## src/rtl/mem_arbiter_pkg.sv

```systemverilog
// Shared types and defaults for the memory-port arbiter.
// State encodings are fixed so they line up with existing debug tooling.
package mem_arbiter_pkg;

  localparam int N_REQ_DEF  = 4;
  localparam int MEM_ADDR_W = 12;
  localparam int MEM_DATA_W = 16;

  localparam logic [1:0] FUNC_READ  = 2'd0;
  localparam logic [1:0] FUNC_WRITE = 2'd1;

  typedef enum logic [1:0] {
    IDLE    = 2'd0,
    ISSUE   = 2'd1,
    WAIT_LO = 2'd2,
    WAIT_HI = 2'd3
  } arb_state_e;

  function automatic int idx_w(input int n);
    return (n > 1) ? $clog2(n) : 1;
  endfunction

endpackage

```

## src/rtl/mem_arbiter_rr_picker.sv

```systemverilog
// Combinational round-robin picker: first set request at or after ptr_i,
// wrapping modulo N. Returns the one-hot winner and its index.
module mem_arbiter_rr_picker
  import mem_arbiter_pkg::*;
#(
  parameter int N = N_REQ_DEF,
  localparam int IW = idx_w(N)
) (
  input  logic [N-1:0]  req_i,
  input  logic [IW-1:0] ptr_i,
  output logic [N-1:0]  win_o,
  output logic [IW-1:0] idx_o,
  output logic          any_o
);

  logic [IW-1:0] cand;
  logic          found;

  always_comb begin
    win_o = '0;
    idx_o = '0;
    found = 1'b0;
    cand  = '0;
    for (int k = 0; k < N; k++) begin
      cand = IW'((int'(ptr_i) + k) % N);
      if (!found && req_i[cand]) begin
        found       = 1'b1;
        idx_o       = cand;
        win_o[cand] = 1'b1;
      end
    end
    any_o = found;
  end

endmodule

```

## src/rtl/mem_arbiter.sv

```systemverilog
// Round-robin arbiter/sequencer for the shared memory_unit port.
// Define MEM_ARB_LOCK_EN to add req_lock for atomic multi-access sequences.
module mem_arbiter
  import mem_arbiter_pkg::*;
#(
  parameter int N_REQ  = N_REQ_DEF,
  parameter int ADDR_W = MEM_ADDR_W,
  parameter int DATA_W = MEM_DATA_W
) (
  input  logic                clk,
  input  logic                rst,
  input  logic [N_REQ-1:0]    req,
  input  logic [2*N_REQ-1:0]  req_func,
  input  logic [ADDR_W*N_REQ-1:0] req_addr1,
  input  logic [ADDR_W*N_REQ-1:0] req_addr2,
  input  logic [DATA_W*N_REQ-1:0] req_wdata,
`ifdef MEM_ARB_LOCK_EN
  input  logic [N_REQ-1:0]    req_lock,
`endif
  output logic [N_REQ-1:0]    gnt,
  output logic [N_REQ-1:0]    done,
  output logic [DATA_W-1:0]   rd_data1,
  output logic [DATA_W-1:0]   rd_data2,
  output logic [1:0]          mem_func,
  output logic                mem_execute,
  output logic [ADDR_W-1:0]   address1,
  output logic [ADDR_W-1:0]   address2,
  output logic [DATA_W-1:0]   write_data,
  input  logic                mem_ready,
  input  logic [DATA_W-1:0]   read_data1,
  input  logic [DATA_W-1:0]   read_data2
);

  localparam int IW = idx_w(N_REQ);

  arb_state_e        state_q;
  logic [IW-1:0]     ptr_q, gidx_q;
  logic [N_REQ-1:0]  gnt_q, done_q;
  logic [DATA_W-1:0] rd1_q, rd2_q, wdata_q;
  logic [ADDR_W-1:0] addr1_q, addr2_q;
  logic [1:0]        func_q;
  logic              exec_q;

  logic [N_REQ-1:0]  req_eff, win;
  logic [IW-1:0]     pick_ptr, win_idx;
  logic              win_any;
  logic [1:0]        sel_func;
  logic [ADDR_W-1:0] sel_addr1, sel_addr2;
  logic [DATA_W-1:0] sel_wdata;

  function automatic logic [IW-1:0] next_idx(input logic [IW-1:0] i);
    return (int'(i) == N_REQ - 1) ? '0 : i + 1'b1;
  endfunction

`ifdef MEM_ARB_LOCK_EN
  logic lock_q, lock_hold;
  // While locked, ptr_q holds the owner; releasing resumes round-robin after it.
  assign lock_hold = lock_q && req_lock[ptr_q];
  assign pick_ptr  = (lock_q && !lock_hold) ? next_idx(ptr_q) : ptr_q;
  assign req_eff   = lock_hold ? (req & (N_REQ'(1) << ptr_q)) : req;
`else
  assign pick_ptr  = ptr_q;
  assign req_eff   = req;
`endif

  mem_arbiter_rr_picker #(.N(N_REQ)) u_picker (
    .req_i (req_eff),
    .ptr_i (pick_ptr),
    .win_o (win),
    .idx_o (win_idx),
    .any_o (win_any)
  );

  always_comb begin
    sel_func  = '0;
    sel_addr1 = '0;
    sel_addr2 = '0;
    sel_wdata = '0;
    for (int i = 0; i < N_REQ; i++) begin
      if (win_idx == IW'(i)) begin
        sel_func  = req_func[2*i +: 2];
        sel_addr1 = req_addr1[ADDR_W*i +: ADDR_W];
        sel_addr2 = req_addr2[ADDR_W*i +: ADDR_W];
        sel_wdata = req_wdata[DATA_W*i +: DATA_W];
      end
    end
  end

  always_ff @(posedge clk or negedge rst) begin
    if (!rst) begin
      state_q <= IDLE;
      ptr_q   <= '0;
      gidx_q  <= '0;
      gnt_q   <= '0;
      done_q  <= '0;
      rd1_q   <= '0;
      rd2_q   <= '0;
      wdata_q <= '0;
      addr1_q <= '0;
      addr2_q <= '0;
      func_q  <= '0;
      exec_q  <= 1'b0;
`ifdef MEM_ARB_LOCK_EN
      lock_q  <= 1'b0;
`endif
    end else begin
      done_q <= '0;
      exec_q <= 1'b0;
      case (state_q)
        IDLE: begin
`ifdef MEM_ARB_LOCK_EN
          if (lock_q && !lock_hold) begin
            lock_q <= 1'b0;
            ptr_q  <= pick_ptr;
          end
`endif
          if (mem_ready && win_any) begin
            gnt_q   <= win;
            gidx_q  <= win_idx;
            func_q  <= sel_func;
            addr1_q <= sel_addr1;
            addr2_q <= sel_addr2;
            wdata_q <= sel_wdata;
            exec_q  <= 1'b1;
            state_q <= ISSUE;
          end
        end
        ISSUE: state_q <= WAIT_LO;
        WAIT_LO: if (!mem_ready) state_q <= WAIT_HI;
        WAIT_HI: begin
          if (mem_ready) begin
            rd1_q   <= read_data1;
            rd2_q   <= read_data2;
            done_q  <= gnt_q;
            gnt_q   <= '0;
            state_q <= IDLE;
`ifdef MEM_ARB_LOCK_EN
            lock_q  <= req_lock[gidx_q];
            ptr_q   <= req_lock[gidx_q] ? gidx_q : next_idx(gidx_q);
`else
            ptr_q   <= next_idx(gidx_q);
`endif
          end
        end
        default: state_q <= IDLE;
      endcase
    end
  end

  assign gnt         = gnt_q;
  assign done        = done_q;
  assign rd_data1    = rd1_q;
  assign rd_data2    = rd2_q;
  assign mem_func    = func_q;
  assign mem_execute = exec_q;
  assign address1    = addr1_q;
  assign address2    = addr2_q;
  assign write_data  = wdata_q;

endmodule
```

## config.mk

```make
export PLATFORM = sky130hd
export DESIGN_NAME = mem_arbiter
export DESIGN_NICKNAME = d
export VERILOG_FILES = /design/src/rtl/mem_arbiter_pkg.sv /design/src/rtl/mem_arbiter_rr_picker.sv /design/src/rtl/mem_arbiter.sv
export SDC_FILE = /design/constraint.sdc
export NUM_CORES = 1
export LEC_CHECK = 0
export CORE_MARGIN = 3
export CORE_UTILIZATION = 40
export CTS_CLUSTER_SIZE = 30
export DETAILED_ROUTE_END_ITERATION = 10
export PLACE_DENSITY = 0.8
export SETUP_SLACK_MARGIN = 0.5
export SYNTH_ARGS = -nofsm -noshare
export SYNTH_HDL_FRONTEND = slang
export SYNTH_SLANG_ARGS = --single-unit
```

## constraint.sdc

```tcl
create_clock -name clk -period 7.5 [get_ports clk]
set_input_delay 1.5 -clock clk [delete_from_list [all_inputs] [get_ports clk]]
set_output_delay 1.5 -clock clk [all_outputs]
set_load 0.005 [all_outputs]
```

==> results of run 1 <==
[power groups by stage]
stage | logic, mW | registers [mW] | clock network (mW)
floorplan | 1.21 | 0.857 | 0
global placement | 1.90 | 0.860 | 0
detailed placement | 1.96 | 0.874 | 0
CTS | 1.97 | 0.869 | 0.497
global route | 2.11 | 0.902 | 0.516
finish | 1.95 | 0.868 | 0.486
[synth_stat cells (10+ instances only)]
master      n  share of area [%]
dfrtp_1    89                 40
and3_4     10                2.0
nand2_1   100                6.7
a311oi_2   30                8.0
mux2_2     38                7.6
ha_1       12                2.7
clkbuf_1   15                1.0
mux2i_1    10                1.8
buf_2      15                1.3
and3_1     31                3.5
nor2_1     52                3.5
inv_1      10               0.67
a211oi_2   30                6.7
[final cells by class]
type	count	area share (%)
clock buffers	12	2.79
clock inverters	4	0.865
inverters	11	0.468
multi-input cells	395	34.9
flip-flops and latches	89	25.2
well taps	176	2.49
repair buffers	295	33.2
[cell families (layout without fill, tap and decap cells)]
logic type / count (synthesis) / after routing / synth area share (%)
AOI/OAI and AO/OA: 124 / 124 / 23.3
adders and majority gates: 12 / 12 / 2.67
buffers and inverters: 59 / 322 / 6.08
DFF: 89 / 89 / 39.6
muxes: 52 / 52 / 11.0
and+or+nand+nor: 207 / 207 / 17.3
[per-layer routing]
layer	vias up	part of all wire (%)
li1	2497	-
met1	2536	41
met2	295	48
met3	40	7.3
met4	0	3.5
met5	-	0
[worst max-delay path: stages, from the launching register on]
cell and delay, ns:
dfrtp_1 0.91, inv_1 0.58, ha_1 0.64, mux4_2 0.43
nor2b_1 0.58, or3_4 0.55, and2_1 0.72, buf_4 0.38
nand2_1 0.11, a311oi_2 0.27
[stage by stage]
stage / area (µm²) / setup WS (ns) / total power, mW / utilization (%) / instances
after floorplan: 5620 / 4.00 / 2.07 / - / 543
after detailed placement: 8510 / 1.98 / 2.83 / 63.0 / 966
after global placement: 8510 / 2.19 / 2.76 / 63.0 / 966
after CTS: 8830 / 2.26 / 3.33 / 65.4 / 982
final: 8830 / 2.20 / 3.31 / 65.4 / 982
after global routing: 8830 / 1.92 / 3.53 / 65.4 / 982
[sequential cells by signal (all words and copies together), names as in the netlist]
signal,flops
rd_data1,16
rd_data2,16
write_data,16
address1,12
address2,12
done,4
gnt,4
gidx_q,2
mem_func,2
pick_ptr,2
state_q,2
mem_execute,1
[final timing paths]
path	to	cells past startpoint
setup / recovery	write_data[12]$_DFFE_PN0P_	9
hold / removal	gidx_q[1]$_DFFE_PN0P_	2
setup reg to reg	write_data[12]$_DFFE_PN0P_	9
hold reg to reg	gidx_q[1]$_DFFE_PN0P_	2
max in group asynchronous	rd_data1[2]$_DFFE_PN0P_	2
min in group asynchronous	address2[4]$_DFFE_PN0P_	1
==> flow_summary.toml, run 1 <==
[power_and_ir_drop]
internal_power_mw = 2.00
powerDensity_nw_per_um2 = 375
cellLeakagePower_nw = 3.53
p_sw_mw = 1.30
comb_power_share_pct = 59.1
seqPwrFrac_pct = 26.2
swShare_pct = 39.4
ir_worst_vdd_uv = 247
power_frac_clock_pct = 14.7

[clock_tree]
cts_tree = "built"
h-tree-depth = 3
clkLatencyLatePin_ns = 0.34
clockBufferDepth = 2
cts_hold_buf = 0
cts_inserted_buffers = 9
post_cts_buffers = 0
cts_root_buf = "clkbuf_16"
ctsResizeCount = 0
clock_sinks = 89
cts.clk_slew.worst_paths_ns = 0.06

[sta]
tightest_slew_ns = 1.00
layout_min_cycle_time_ns = 5.30
timing.final.crit_share_pct = 70.7
setup_tns_ns = 0
drv_slew = 0
finalHoldViolCount = 0
rsz0062_at_grt = "no"
setup_viol = 0
clock-skew-final_ns = 0.00904
slew_headroom_pct = 32.9
clock.fmax_mhz = 189
hold_ws_ns = 0.493

[placement]
gp_congestion = 0.894
post-dp-hpwl_um = 14300
io_buffers = 289

[route]
dr.pass1.iters = 6
drc = 0
routed_wl_um = 19100
drt-vias-per-instance = 5.47
drtIter0Drc = 270
wl_per_cell_um = 19.4
drtAntennaViolNets = 0
num_vias = 5368

[logic_synthesis]
synth_nets = 762
ys_seq_area_share_pct = 39.6
synth-main-ff-cell = "dfrtp_1"
synth_seq_cells = 89
netlist-cell-type-count = 47
avgSynthCellArea_um2 = 10.3
syn_inst = 543
async_flop_share_pct = 100
synth-edff-count = 0
yosys_warnings = 0
syn-cell-area_um2 = 5620

[floorplanning]
die_h_um = 125
num_rows = 42
ioPinCount = 290
die_w_um = 125
start_util_pct = 41.6
core-area_um2 = 13500
die-area_um2 = 15500

[final_layout]
multi_input_area_um2 = 3080
antenna_cells = 0
syn_to_final_growth_pct = 57.1
drive_above_1_share_pct = 17.2
fillCellCount = 1030
regArea_um2 = 2230
nets = 1020
final_common_cell = "clkdlybuf4s50_1"
mostFrequentLayoutCells = "288 x clkdlybuf4s50_1, 100 x nand2_1, 89 x dfrtp_1, 52 x nor2_1, 38 x mux2_2"

[min_path]
worstHoldStart = "gidx_q[1]$_DFFE_PN0P_"
hp-class = "reg2reg"

[critical_path]
cp.required_ns = 7.74
crit_path_end_kind = "register"
regToRegSetupSlack_ns = 2.20
r2r-start = "pick_ptr[0]$_DFFE_PN0P_"
cp-start-kind = "register"
critical_path.max_fanout = 39
setup.worst_path.start = "pick_ptr[0]$_DFFE_PN0P_"
worstSetupPathType = "reg2reg"
crit_arrival_ns = 5.54

[grt]
grt-ovfl-total = 0
grt_use_total_pct = 24.1
use_met3_pct = 6.05
use_met1_pct = 29.9
grt_pass1_vias = 5520
met2_usage_pct = 40.0
grt_max_degree = 76
grt-busiest-layer = "met2"
grt_pass1_wl_um = 30100
antenna_found_initial = 0

[job]
drv_cap = 0

[outcome]
status = "complete, no violations"
No activity file was read; power rests on OpenSTA's default activity.
==> run 2: changes to the inputs <==
- clock period: 7.5 -> 5.45 ns (I/O delays scaled with it)
==> run 2 against run 1 <==
Net effect:
- clock power is 30% higher
- via count is 1.4% higher
- global-route usage hardly changed
- worst setup slack worse by 1.3 ns
- first-iteration DRC count is 2.6% higher
- wire length is 0.81% higher
- critical endpoint is now write_data[14]$_DFFE_PN0P_
- utilization is 0.19 points higher
- critical path depth is 1 higher
- power is 38% higher
- count of clock-buffer cells in the layout is 3 lower
- sequential power is 38% higher
- clock skew is 0.0029 ns lower
==> flow_summary.toml, run 2 (synthesis results as in run 1) <==
[outcome]
status = "complete, no violations"

[route]
drt-vias-per-instance = 5.51
drt-met1-wl_um = 7590
drtAntennaViolNets = 0
drc = 0
wl_met3_um = 1660
drtIter0Drc = 277
routed.top_layer = "met4"
wl_per_cell_um = 19.5
dr.pass1.iters = 5
num_vias = 5444
wl_met2_um = 9400
routed_wl_um = 19200

[power_and_ir_drop]
comb_power_share_pct = 59.8
ir_worst_vdd_uv = 278
seqPwrFrac_pct = 26.3
p_sw_mw = 1.81
cellLeakagePower_nw = 3.56
power_frac_clock_pct = 13.9
internal_power_mw = 2.74
swShare_pct = 39.9
powerDensity_nw_per_um2 = 514

[final_layout]
syn_to_final_growth_pct = 57.6
final_core_util_pct = 65.6
drive_above_1_share_pct = 18.1
final_common_cell = "clkdlybuf4s50_1"
antenna_cells = 0
nets = 1026
mostFrequentLayoutCells = "288 x clkdlybuf4s50_1, 100 x nand2_1, 89 x dfrtp_1, 52 x nor2_1, 38 x mux2_2"

[critical_path]
cp_top_family = "simple AND/OR/NAND/NOR gates"
worstSetupPathType = "reg2reg"
crit_path_end_kind = "register"
crit_arrival_ns = 4.73
cp-start-kind = "register"
cp_cell_sequence = "inv_1 > buf_4 > ha_1 > mux4_2 > nor2b_1 > or3_4 > nand2_4 > buf_4 > a211oi_2 > a311oi_2"
cp.required_ns = 5.62
critPathMaxStageDelay_ns = 0.94
path_buf_inv = 3
cp_common_cell = "buf_4"
critical_path.max_fanout = 45
crit_slowest_cell = "dfrtp_1"

[job]
drv_cap = 0

[sta]
timing.final.crit_share_pct = 83.7
rsz0062_at_grt = "no"
finalHoldViolCount = 0
slew_headroom_pct = 31.5
tightest_slew_ns = 1.02
setup_tns_ns = 0
layout_min_cycle_time_ns = 4.56
clock.fmax_mhz = 219
drv_slew = 0
setup_viol = 0
clock-skew-final_ns = 0.00616

[clock_tree]
cts_hold_buf = 0
cts_inserted_buffers = 9
ctsResizeCount = 0
cts.clk_slew.worst_paths_ns = 0.07
post_cts_buffers = 0
h-tree-depth = 3
cts_tree = "built"
clock_sinks = 89
clkLatencyLatePin_ns = 0.34
clockBufferDepth = 2
cts_root_buf = "clkbuf_16"

[grt]
grt_pass1_wl_um = 30100
antenna_found_initial = 0
grt_use_total_pct = 24.1
grt_max_degree = 52
grt_pass1_vias = 5527
grt-ovfl-total = 0

[floorplanning]
start_util_pct = 41.6
ioPinCount = 290
core-area_um2 = 13500
die_w_um = 125
die-area_um2 = 15500
die_h_um = 125
num_rows = 42

[placement]
post-dp-hpwl_um = 14700
io_buffers = 289
gp_congestion = 0.884

[min_path]
hp-class = "reg2reg"
-- run 2: metrics by stage --
stage | power (mW) | instances | setup slack [ns] | hold slack [ns] | instance area (µm²)
floorplan | 2.85 | 543 | 2.13 | 0.451 | 5620
global placement | 3.82 | 972 | 0.988 | 0.465 | 8550
detailed placement | 3.93 | 972 | 0.838 | 0.473 | 8550
CTS | 4.58 | 988 | 0.959 | 0.492 | 8850
global route | 4.86 | 988 | 0.588 | 0.523 | 8850
finish | 4.55 | 988 | 0.888 | 0.488 | 8850
-- run 2: cell type report --
type	count	area [µm²]
Fill cell	1073	4650
Multi-Input combinational cell	395	3080
Timing Repair Buffer	301	2980
Sequential cell	89	2230
Clock buffer	9	225
Tap cell	176	220
Clock inverter	7	78.8
Inverter	11	41.3
-- run 2: power by group through the flow --
stage	Clock, mW	Sequential [mW]	Combinational, mW
5_1_grt	0.679	1.24	2.93
6_report	0.632	1.20	2.72
3_5_place_dp	0	1.21	2.72
4_1_cts	0.648	1.20	2.73
2_1_floorplan	0	1.18	1.67
3_3_place_gp	0	1.18	2.64
-- run 2: routing by layer --
| layer | track usage [%] | vias up |
|---|---|---|
| met2 | 41.5 | 295 |
| met3 | 6.95 | 39 |
| met4 | 8.77 | 0 |
| li1 | - | 2518 |
| met1 | 28.5 | 2592 |
| met5 | 0 | - |
-- run 2: worst reg2reg max path, stage by stage, from the launching register on --
cell and delay (ns):
dfrtp_1 0.94, inv_1 0.09, buf_4 0.25, ha_1 0.50, mux4_2 0.44, nor2b_1 0.53
or3_4 0.51, nand2_4 0.41, buf_4 0.36, a211oi_2 0.30, a311oi_2 0.06
-- run 2: path summary, 6_finish.rpt --
kind	from	slack, ns	cells past startpoint	endpoint
worst max-delay path	pick_ptr[0]$_DFFE_PN0P_	0.89	10	write_data[14]$_DFFE_PN0P_
worst min-delay path	gidx_q[1]$_DFFE_PN0P_	0.49	2	gidx_q[1]$_DFFE_PN0P_
worst max register to register	pick_ptr[0]$_DFFE_PN0P_	0.89	10	write_data[14]$_DFFE_PN0P_
worst min register to register	gidx_q[1]$_DFFE_PN0P_	0.49	2	gidx_q[1]$_DFFE_PN0P_
max in group asynchronous	rst	3.68	2	rd_data1[2]$_DFFE_PN0P_
min in group asynchronous	rst	0.72	1	address1[2]$_DFFE_PN0P_
